<file path="config.mk">
export PLATFORM = sky130hd
export DESIGN_NAME = hazard_controller_flat
export DESIGN_NICKNAME = d
export VERILOG_FILES = /design/src/rtl/hazard_pkg.sv /design/src/rtl/hazard_controller_if.sv /design/src/rtl/hazard_controller_chk.sv /design/src/rtl/hazard_fwd_match.sv /design/src/rtl/hazard_controller.sv /design/src/flat_wrapper.sv
export SDC_FILE = /design/constraint.sdc
export NUM_CORES = 1
export LEC_CHECK = 0
export BUFFER_PORTS_ARGS = -buffer_cell sky130_fd_sc_hd__buf_2
export CAP_MARGIN = 20
export CORE_UTILIZATION = 44
export DETAILED_ROUTE_END_ITERATION = 12
export PLACE_DENSITY = 0.91
export REMOVE_ABC_BUFFERS = 1
export SLEW_MARGIN = 20
export SYNTH_ARGS = -nofsm -noshare
export SYNTH_HDL_FRONTEND = slang
export SYNTH_HIERARCHICAL = 1
export SYNTH_SLANG_ARGS = --single-unit
export TNS_END_PERCENT = 30
</file>
<file path="constraint.sdc">
create_clock -name clk -period 1.8 [get_ports clk]
set_input_delay 0.18 -clock clk [delete_from_list [all_inputs] [get_ports clk]]
set_output_delay 0.18 -clock clk [all_outputs]
set_load 0.01 [all_outputs]
</file>
<file path="src/rtl/hazard_pkg.sv">
// Package: hazard_pkg
// Shared types, default widths and the scoreboard match helper for the
// hazard/forwarding controller.
package hazard_pkg;

  localparam int DEF_REG_AW = 5;
  localparam int DEF_CNT_W  = 32;

  // E-stage operand select encoding
  typedef enum logic [1:0] {
    FWD_REG  = 2'b00,
    FWD_ALUM = 2'b01,
    FWD_ALUW = 2'b10,
    FWD_MEMW = 2'b11
  } fwd_sel_t;

  // One in-flight instruction as seen by the scoreboard
  typedef struct packed {
    logic                  valid;
    logic                  regwrite;
    logic                  load;
    logic [DEF_REG_AW-1:0] dst;
  } sb_rec_t;

  typedef enum logic {
    RUN     = 1'b0,
    LDSTALL = 1'b1
  } hz_state_t;

  localparam sb_rec_t SB_BUBBLE = '{valid: 1'b0, regwrite: 1'b0, load: 1'b0,
                                    dst: {DEF_REG_AW{1'b0}}};

  // A record produces 'src' if it is a live register write to a non-zero index
  function automatic logic rec_hits(input sb_rec_t rec, input logic [DEF_REG_AW-1:0] src);
    return rec.valid && rec.regwrite && (rec.dst == src) &&
           (src != {DEF_REG_AW{1'b0}});
  endfunction

endpackage

</file>
<file path="src/rtl/hazard_controller_if.sv">
// Interface: hazard_controller_if
// Decode-side request signals and the controller's stall/flush/forward
// responses. The decode stage uses 'master', the controller uses 'slave'.
interface hazard_controller_if #(
  parameter int REG_AW = 5,
  parameter int CNT_W  = 32
);

  logic              valid_d;
  logic [REG_AW-1:0] rs_d;
  logic [REG_AW-1:0] rt_d;
  logic              use_rs_d;
  logic              use_rt_d;
  logic [REG_AW-1:0] write_reg_d;
  logic              reg_write_d;
  logic              mem_to_reg_d;
  logic              branch_taken_e;

  hazard_pkg::fwd_sel_t fwd_a_e;
  hazard_pkg::fwd_sel_t fwd_b_e;
  logic              stall_f;
  logic              stall_d;
  logic              flush_d;
  logic              flush_e;
  logic [CNT_W-1:0]  stall_cnt;
  logic [CNT_W-1:0]  flush_cnt;

  modport master (
    output valid_d, rs_d, rt_d, use_rs_d, use_rt_d, write_reg_d,
           reg_write_d, mem_to_reg_d, branch_taken_e,
    input  fwd_a_e, fwd_b_e, stall_f, stall_d, flush_d, flush_e,
           stall_cnt, flush_cnt
  );

  modport slave (
    input  valid_d, rs_d, rt_d, use_rs_d, use_rt_d, write_reg_d,
           reg_write_d, mem_to_reg_d, branch_taken_e,
    output fwd_a_e, fwd_b_e, stall_f, stall_d, flush_d, flush_e,
           stall_cnt, flush_cnt
  );

endinterface

</file>
<file path="src/rtl/hazard_controller_chk.sv">
// Module: hazard_controller_chk
// Protocol check: once a load-use stall has pushed a bubble into E, the
// following cycle can never raise another load-use request.
module hazard_controller_chk
  import hazard_pkg::*;
(
  input logic      clk,
  input logic      rst,
  input hz_state_t state,
  input logic      stall_req
);

  a_no_stall_in_ldstall : assert property (
    @(posedge clk) disable iff (rst) !((state == LDSTALL) && stall_req)
  );

endmodule

</file>
<file path="src/rtl/hazard_fwd_match.sv">
// Module: hazard_fwd_match
// Picks the E-stage operand source for one D-stage register read by looking
// at the instructions that will sit in M (recE now) and W (recM now).
module hazard_fwd_match
  import hazard_pkg::*;
(
  input  logic [DEF_REG_AW-1:0] src,
  input  logic                  use_src,
  input  sb_rec_t               rec_e,
  input  sb_rec_t               rec_m,
  output fwd_sel_t              sel
);

  // Nearest producer wins; a load in E is resolved by the stall, not here
  always_comb begin
    sel = FWD_REG;
    if (!use_src) begin
      sel = FWD_REG;
    end else if (rec_hits(rec_e, src)) begin
      sel = rec_e.load ? FWD_REG : FWD_ALUM;
    end else if (rec_hits(rec_m, src)) begin
      sel = rec_m.load ? FWD_MEMW : FWD_ALUW;
    end else begin
      sel = FWD_REG;
    end
  end

endmodule

</file>
<file path="src/rtl/hazard_controller.sv">
// Module: hazard_controller
// Load-use stall, branch flush and E-stage forwarding control for a 5-stage
// pipeline. Optional perf counters are built only with HAZARD_PERF_CNT_EN.
// W-stage producers need no tracking: the register file is write-first, so
// the scoreboard keeps only the records that will be in M and W next cycle.
module hazard_controller
  import hazard_pkg::*;
#(
  parameter int REG_AW = DEF_REG_AW,
  parameter int CNT_W  = DEF_CNT_W
) (
  input logic               clk,
  input logic               rst,
  hazard_controller_if.slave hz
);

  sb_rec_t   rec_d;
  sb_rec_t   rec_e;
  sb_rec_t   rec_m;
  hz_state_t state;
  hz_state_t state_next;
  fwd_sel_t  sel_a;
  fwd_sel_t  sel_b;
  logic      stall_req;
  logic      stall;
  logic      bubble;

  assign rec_d = '{valid: hz.valid_d, regwrite: hz.reg_write_d,
                   load: hz.mem_to_reg_d, dst: hz.write_reg_d};

  assign stall_req = hz.valid_d && rec_e.valid && rec_e.regwrite && rec_e.load &&
                     (rec_e.dst != {REG_AW{1'b0}}) &&
                     ((hz.use_rs_d && (hz.rs_d == rec_e.dst)) ||
                      (hz.use_rt_d && (hz.rt_d == rec_e.dst)));

  // A taken branch kills both the stall and the D instruction
  assign stall        = stall_req && !hz.branch_taken_e;
  assign bubble       = stall || hz.branch_taken_e;
  assign hz.stall_f   = stall;
  assign hz.stall_d   = stall;
  assign hz.flush_d   = hz.branch_taken_e;
  assign hz.flush_e   = hz.branch_taken_e;

  hazard_fwd_match u_match_rs (
    .src(hz.rs_d), .use_src(hz.use_rs_d), .rec_e(rec_e), .rec_m(rec_m), .sel(sel_a)
  );

  hazard_fwd_match u_match_rt (
    .src(hz.rt_d), .use_src(hz.use_rt_d), .rec_e(rec_e), .rec_m(rec_m), .sel(sel_b)
  );

  // Advance the scoreboard and register the forward selects on the D->E edge
  always_ff @(posedge clk or posedge rst) begin
    if (rst) begin
      rec_e      <= SB_BUBBLE;
      rec_m      <= SB_BUBBLE;
      hz.fwd_a_e <= FWD_REG;
      hz.fwd_b_e <= FWD_REG;
    end else begin
      rec_m <= rec_e;
      if (bubble) begin
        rec_e      <= SB_BUBBLE;
        hz.fwd_a_e <= FWD_REG;
        hz.fwd_b_e <= FWD_REG;
      end else begin
        rec_e      <= rec_d;
        hz.fwd_a_e <= sel_a;
        hz.fwd_b_e <= sel_b;
      end
    end
  end

  // FSM state register
  always_ff @(posedge clk or posedge rst) begin
    if (rst) begin
      state <= RUN;
    end else begin
      state <= state_next;
    end
  end

  // FSM next state: a stall lasts exactly one cycle
  always_comb begin
    state_next = state;
    case (state)
      RUN: begin
        if (stall) begin
          state_next = LDSTALL;
        end else begin
          state_next = RUN;
        end
      end
      LDSTALL: state_next = RUN;
      default: state_next = RUN;
    endcase
  end

  hazard_controller_chk u_chk (
    .clk(clk), .rst(rst), .state(state), .stall_req(stall_req)
  );

`ifdef HAZARD_PERF_CNT_EN
  logic [CNT_W-1:0] stall_cnt;
  logic [CNT_W-1:0] flush_cnt;

  // Saturating counts of stall cycles and E flush cycles
  always_ff @(posedge clk or posedge rst) begin
    if (rst) begin
      stall_cnt <= {CNT_W{1'b0}};
      flush_cnt <= {CNT_W{1'b0}};
    end else begin
      if (stall && (stall_cnt != {CNT_W{1'b1}})) begin
        stall_cnt <= stall_cnt + {{(CNT_W-1){1'b0}}, 1'b1};
      end else begin
        stall_cnt <= stall_cnt;
      end
      if (hz.branch_taken_e && (flush_cnt != {CNT_W{1'b1}})) begin
        flush_cnt <= flush_cnt + {{(CNT_W-1){1'b0}}, 1'b1};
      end else begin
        flush_cnt <= flush_cnt;
      end
    end
  end

  assign hz.stall_cnt = stall_cnt;
  assign hz.flush_cnt = flush_cnt;
`else
  assign hz.stall_cnt = {CNT_W{1'b0}};
  assign hz.flush_cnt = {CNT_W{1'b0}};
`endif

endmodule
</file>
<file path="src/flat_wrapper.sv">
// flat-port wrapper written by rule: the top's interface ports become plain ports
module hazard_controller_flat import hazard_pkg::*;
#(
  parameter int REG_AW = DEF_REG_AW,
  parameter int CNT_W  = DEF_CNT_W
)
  (clk, rst, hz_valid_d, hz_rs_d, hz_rt_d, hz_use_rs_d, hz_use_rt_d, hz_write_reg_d, hz_reg_write_d, hz_mem_to_reg_d, hz_branch_taken_e, hz_fwd_a_e, hz_fwd_b_e, hz_stall_f, hz_stall_d, hz_flush_d, hz_flush_e, hz_stall_cnt, hz_flush_cnt);
  hazard_controller_if #(.REG_AW(REG_AW), .CNT_W(CNT_W)) hz_i ();
  input logic clk;
  input logic rst;
  input wire logic [$bits(hz_i.valid_d)-1:0] hz_valid_d;
  input wire logic [$bits(hz_i.rs_d)-1:0] hz_rs_d;
  input wire logic [$bits(hz_i.rt_d)-1:0] hz_rt_d;
  input wire logic [$bits(hz_i.use_rs_d)-1:0] hz_use_rs_d;
  input wire logic [$bits(hz_i.use_rt_d)-1:0] hz_use_rt_d;
  input wire logic [$bits(hz_i.write_reg_d)-1:0] hz_write_reg_d;
  input wire logic [$bits(hz_i.reg_write_d)-1:0] hz_reg_write_d;
  input wire logic [$bits(hz_i.mem_to_reg_d)-1:0] hz_mem_to_reg_d;
  input wire logic [$bits(hz_i.branch_taken_e)-1:0] hz_branch_taken_e;
  output wire logic [$bits(hz_i.fwd_a_e)-1:0] hz_fwd_a_e;
  output wire logic [$bits(hz_i.fwd_b_e)-1:0] hz_fwd_b_e;
  output wire logic [$bits(hz_i.stall_f)-1:0] hz_stall_f;
  output wire logic [$bits(hz_i.stall_d)-1:0] hz_stall_d;
  output wire logic [$bits(hz_i.flush_d)-1:0] hz_flush_d;
  output wire logic [$bits(hz_i.flush_e)-1:0] hz_flush_e;
  output wire logic [$bits(hz_i.stall_cnt)-1:0] hz_stall_cnt;
  output wire logic [$bits(hz_i.flush_cnt)-1:0] hz_flush_cnt;
  assign hz_i.valid_d = hz_valid_d;
  assign hz_i.rs_d = hz_rs_d;
  assign hz_i.rt_d = hz_rt_d;
  assign hz_i.use_rs_d = hz_use_rs_d;
  assign hz_i.use_rt_d = hz_use_rt_d;
  assign hz_i.write_reg_d = hz_write_reg_d;
  assign hz_i.reg_write_d = hz_reg_write_d;
  assign hz_i.mem_to_reg_d = hz_mem_to_reg_d;
  assign hz_i.branch_taken_e = hz_branch_taken_e;
  assign hz_fwd_a_e = hz_i.fwd_a_e;
  assign hz_fwd_b_e = hz_i.fwd_b_e;
  assign hz_stall_f = hz_i.stall_f;
  assign hz_stall_d = hz_i.stall_d;
  assign hz_flush_d = hz_i.flush_d;
  assign hz_flush_e = hz_i.flush_e;
  assign hz_stall_cnt = hz_i.stall_cnt;
  assign hz_flush_cnt = hz_i.flush_cnt;
  hazard_controller #(.REG_AW(REG_AW), .CNT_W(CNT_W)) u_core (.clk(clk), .rst(rst), .hz(hz_i));
endmodule
</file>
* Yosys cells after proc, flatten, opt, wreduce, memory -nomap -nowiden *
Index checks and enable logic that the tools add are counted.
Widths: inputs -> output; s select.

word-level totals
  output and inout port bits = 72
  bits in writable memories = 0
  input bits = 23
  flip-flop bits (word level) = 20
  bits in latches = 0
  logic and storage cells = 51
  bits in read-only memories = 0
  memories kept = 0

operators by class
  $add $sub $neg = 0
  order comparisons = 0
  multiply operators = 0
  shifts and indexed selects = 0
  multiplexer cells = 11
  equal/unequal tests = 6
  reductions and logical operators = 24
  divide/modulo/power cells = 0
  bitwise logic cells = 0

operators by type and width
  cell               count
  $eq 5x5->1         6
  $logic_and 1x1->1  18
  $mux 2             8
  $reduce_bool 5->1  3
  $mux 8             1
  $logic_or 1x1->1   2
  $mux 1             2
  $logic_not 1->1    1

* Depth between registers and ports, before layout *
  depth after elaboration = 8
  mapped depth = 6
  gate-level depth less buffers = 6

* By module *
Netlist, hierarchy kept.

by module, submodules not included
  module             sequential area each (µm²)  cells each  area each (µm²)  instances
  hazard_controller  500.5                       136         1,316.3          1
  hazard_fwd_match   0.0                         22          177.7            2

* Least setup slack after synthesis *
OpenSTA, ideal clock, no wires.

  path type = flip-flop to output port
  start = register, netlist name u_core/rec_e[1]
  end = output port hz_stall_f
  arrival = 1.311 ns
  stages on the path, launching flop included = 6
  slack = 0.309 ns
  required time = 1.620 ns
  cell sequence = dfrtp_1 xnor2_1 nand4_1 o22ai_2 and3b_2 buf_4

between the ends
  longest elaborated chain between the ends = 5

RTL lines
  item                                         line                                              RTL
  $eq 5x5->1, on equally long branches         hazard_controller.sv:33, hazard_controller.sv:34
  $logic_and 1x1->1, on equally long branches  hazard_controller.sv:33, hazard_controller.sv:34
  $logic_or 1x1->1                             hazard_controller.sv:33                           ((hz.use_rs_d && (hz.rs_d == rec_e.dst)) ||
  $logic_and 1x1->1 *                          hazard_controller.sv:32                           (rec_e.dst != {REG_AW{1'b0}}) &&
  $logic_and 1x1->1 *                          hazard_controller.sv:37                           assign stall = stall_req && !hz.branch_taken_e;
  end: declaration                             flat_wrapper.sv:22                                output wire logic [$bits(hz_i.stall_f)-1:0] hz_stall_f;

Mark *: on every way between the ends. The rest lies on a longest branch, timed or not.

* Worst setup path after layout *
  start = register, netlist name u_core/rec_e[3]
  end = output port hz_stall_f

between the ends
  longest elaborated chain between the ends = 5

RTL lines
  item                                         line
  $eq 5x5->1, on equally long branches         hazard_controller.sv:33, hazard_controller.sv:34
  $logic_and 1x1->1, on equally long branches  hazard_controller.sv:33, hazard_controller.sv:34
  $logic_or 1x1->1                             hazard_controller.sv:33
  $logic_and 1x1->1 *                          hazard_controller.sv:32
  $logic_and 1x1->1 *                          hazard_controller.sv:37

Marked as above.

==> flow_metrics.env <==
export IMPL_min_period_over_period_pct=94.9
export IMPL_max_slew_margin_rel_pct=51.0
export IMPL_synth_top_area_cell="buf_4"
export IMPL_routed_via_density=4.21
export IMPL_crit_path_start_kind="register"
export IMPL_dieHeight_um=63.6
export IMPL_wl_per_cell_um=10.9
export IMPL_max_freq_ghz=0.585
export IMPL_synth_area_leaders="buf_4 30%, dfrtp_1 30%, xnor2_1 12%"
export IMPL_diodes=0
export IMPL_antenna_found_initial=0
export IMPL_crit_path_end_kind="output port"
export IMPL_critPathTopFamily="flip-flops"
export IMPL_clock_latency_ns=0.25
export IMPL_slew_viol_final=0
export IMPL_core_rowCount=22
export IMPL_crit_cells=5
export IMPL_io_pins=95
export IMPL_critical_path_max_stage_delay_ns=0.47
export IMPL_synth_warnings=6
export IMPL_detailedPlacementHpwl_um=2250
export IMPL_setup_violations=0
export IMPL_synth_seq_cells=20
export IMPL_drtIter0Drc=23
export IMPL_worst_path_max_fanout=6
export IMPL_yosysTopAreaCellShare_pct=30.1
export IMPL_routabilityCongestion=0.957
export IMPL_leakage_nw=0.894
export IMPL_grt_pass1_vias=960
export IMPL_holdBufCountCts=0
export IMPL_cp_num_buf_inv=1
export IMPL_ys_seq_area_share_pct=29.9
export IMPL_dp_cells=253
export IMPL_period_minus_slack_ns=1.71
export IMPL_endpoint="hz_stall_f"
export IMPL_path_cells="xnor2_2 -> nand4_1 -> o22ai_2 -> and3b_2 -> buf_2"
export IMPL_criticalPathCategory="register to output port"
export IMPL_final_cells=263
export IMPL_syn2layout_area_growth_pct=4.04
export IMPL_ys_types=25
export IMPL_final_core_util_pct=47.5
export IMPL_port_buffers=30
export IMPL_clk_pin_slew_ns=0.07
export IMPL_powerDensity_nw_per_um2=608
export IMPL_hp_class="input port to async pin"
export IMPL_grt_pass1_wl_um=4450
export IMPL_coreArea_um2=3660
export IMPL_top_layer_used="met4"
export IMPL_cts_sinks=20
export IMPL_reg2reg_slack_ns=0.25
export IMPL_track_usage_pct=13.9
export IMPL_status="finished, final reports clean"
export IMPL_setup_tns_ns=0
export IMPL_drive_above_1_share_pct=27.0
export IMPL_rr_startpoint="u_core/rec_e[2]"
export IMPL_r2r_cells=7
export IMPL_cp_slowest_cell="dfrtp_2"
export IMPL_required_ns=1.62
export IMPL_first_pass_iters=6
export IMPL_final_cell_area_um2=1740
export IMPL_syn_inst=180
export IMPL_wirelength_um=2870
export IMPL_post_dp_cell_area_um2=1610
export IMPL_grt_ovfl_total=0
export IMPL_die_area_um2=4050
export IMPL_ant_nets=0
export IMPL_cts_tree="built"
export IMPL_dr_wl_met3_um=193
export IMPL_final_cell_mix="64 x conb_1, 30 x buf_2, 19 x xnor2_1"
export IMPL_vias=1108
export IMPL_ys_dominant_reg_cell="dfrtp_1"
export IMPL_max_cap_violations=0
export IMPL_cts_buffer_depth=2
export IMPL_wl_met1_um=1190
export IMPL_power_mw=1.06
export IMPL_route_met2_wl_um=1480
export IMPL_ys_async_sr_fraction_pct=100
export IMPL_rr_endpoint="u_core/hz.fwd_a_e[0]"
export IMPL_tightest_slew_ns=0.734
export IMPL_die_width_um=63.6
export IMPL_hold_violations=0
export IMPL_setup_worst_path_start="u_core/rec_e[3]"
export IMPL_htree_levels=1
export IMPL_route_detailed_drc=0
export IMPL_fin_skew_ns=0.000850
export IMPL_start_util_pct=45.7
export IMPL_final_common_cell="conb_1"
export IMPL_peakVddDrop_uv=465
export IMPL_synth_edf_count=0
export IMPL_layout_nets=239
export IMPL_synth_area_um2=1670
export IMPL_grt_max_degree=21
export IMPL_synthesis_area_per_instance_um2=9.29
export IMPL_numCtsBuffers=3
export IMPL_root_buffer="clkbuf_8"
export IMPL_arrival_ns=1.53
[synthesized netlist by cell type, types with 2 or more instances]
master	count
buf_4	67
xnor2_1	22
dfrtp_1	20
nand2b_1	14
a21oi_1	13
xor2_1	8
nand4_1	5
nand2_1	4
nor2_1	3
and3_1	2
mux2i_1	2
nand3_1	2
nor2_2	2
nor4_1	2
o2111ai_2	2
o211a_1	2
or4_4	2
[worst reg2reg max path: cells and delay by family (launching register included)]
kind                   cells  cell delay (ns)
AO/OA/AOI/OAI              2             0.26
XOR/XNOR                   1             0.16
buffers and inverters      1             0.16
flip-flops                 1             0.46
multiplexers               1             0.21
AND/OR/NAND/NOR            2             0.24
[timing repair]
action,4_1_cts,5_1_grt
pin swaps,0,2
gates resized for setup,2,6
endpoints found under the setup margin,2,2
setup buffers,0,6
[sequential cells by signal, indices dropped and copies added (netlist names)]
signal,cells
u_core/rec_e,8
u_core/rec_m,8
u_core/hz.fwd_a_e,2
u_core/hz.fwd_b_e,2
[kinds of logic after synthesis]
family | count (synthesis) | share of synthesized area (%)
flip-flops | 20 | 29.9
other | 1 | 0.224
AO/OA/AOI/OAI | 18 | 7.63
XOR/XNOR | 30 | 15.7
buffers and inverters | 71 | 31.5
AND/OR/NAND/NOR | 38 | 13.8
multiplexers | 2 | 1.20
[area by class of cell]
type	count	area, um2
clock buffer	4	55.1
sequential	20	507
tap	48	60.1
multi-input combinational	152	903
inverter	1	3.75
timing repair buffer	38	210
fill	352	1920
[per-stage QoR]
stage / hold slack (ns) / setup WS, ns
2_1_floorplan: 0.144 / 0.205
3_3_place_gp: 0.331 / 0.264
3_5_place_dp: 0.352 / 0.238
4_1_cts: 0.0738 / 0.00542
5_1_grt: 0.127 / -0.00175
6_report: 0.0412 / 0.0909
[power breakdown]
group          internal (mW)  leakage [nW]  total, mW  switching [mW]
Combinational         0.0887         0.610      0.235           0.146
Clock                  0.194        0.0288      0.331           0.137
Sequential             0.469         0.255      0.492          0.0231
[layer usage]
metal,vias to the layer above,track usage [%]
li1,526,-
met1,524,17.8
met2,56,23.3
met3,2,1.99
met4,0,5.68
met5,-,0
[worst min-delay path by stage]
stage                     from                    to  slack (ns)
final                      rst       u_core/rec_m[4]        0.04
after global routing       rst       u_core/rec_m[4]        0.13
after CTS                  rst       u_core/rec_m[4]        0.07
after detailed placement   rst       u_core/rec_m[4]        0.35
after global placement     rst       u_core/rec_e[4]        0.33
after floorplan            rst  u_core/hz.fwd_a_e[0]        0.14
Note: power is estimated with default switching activity, not from simulation.
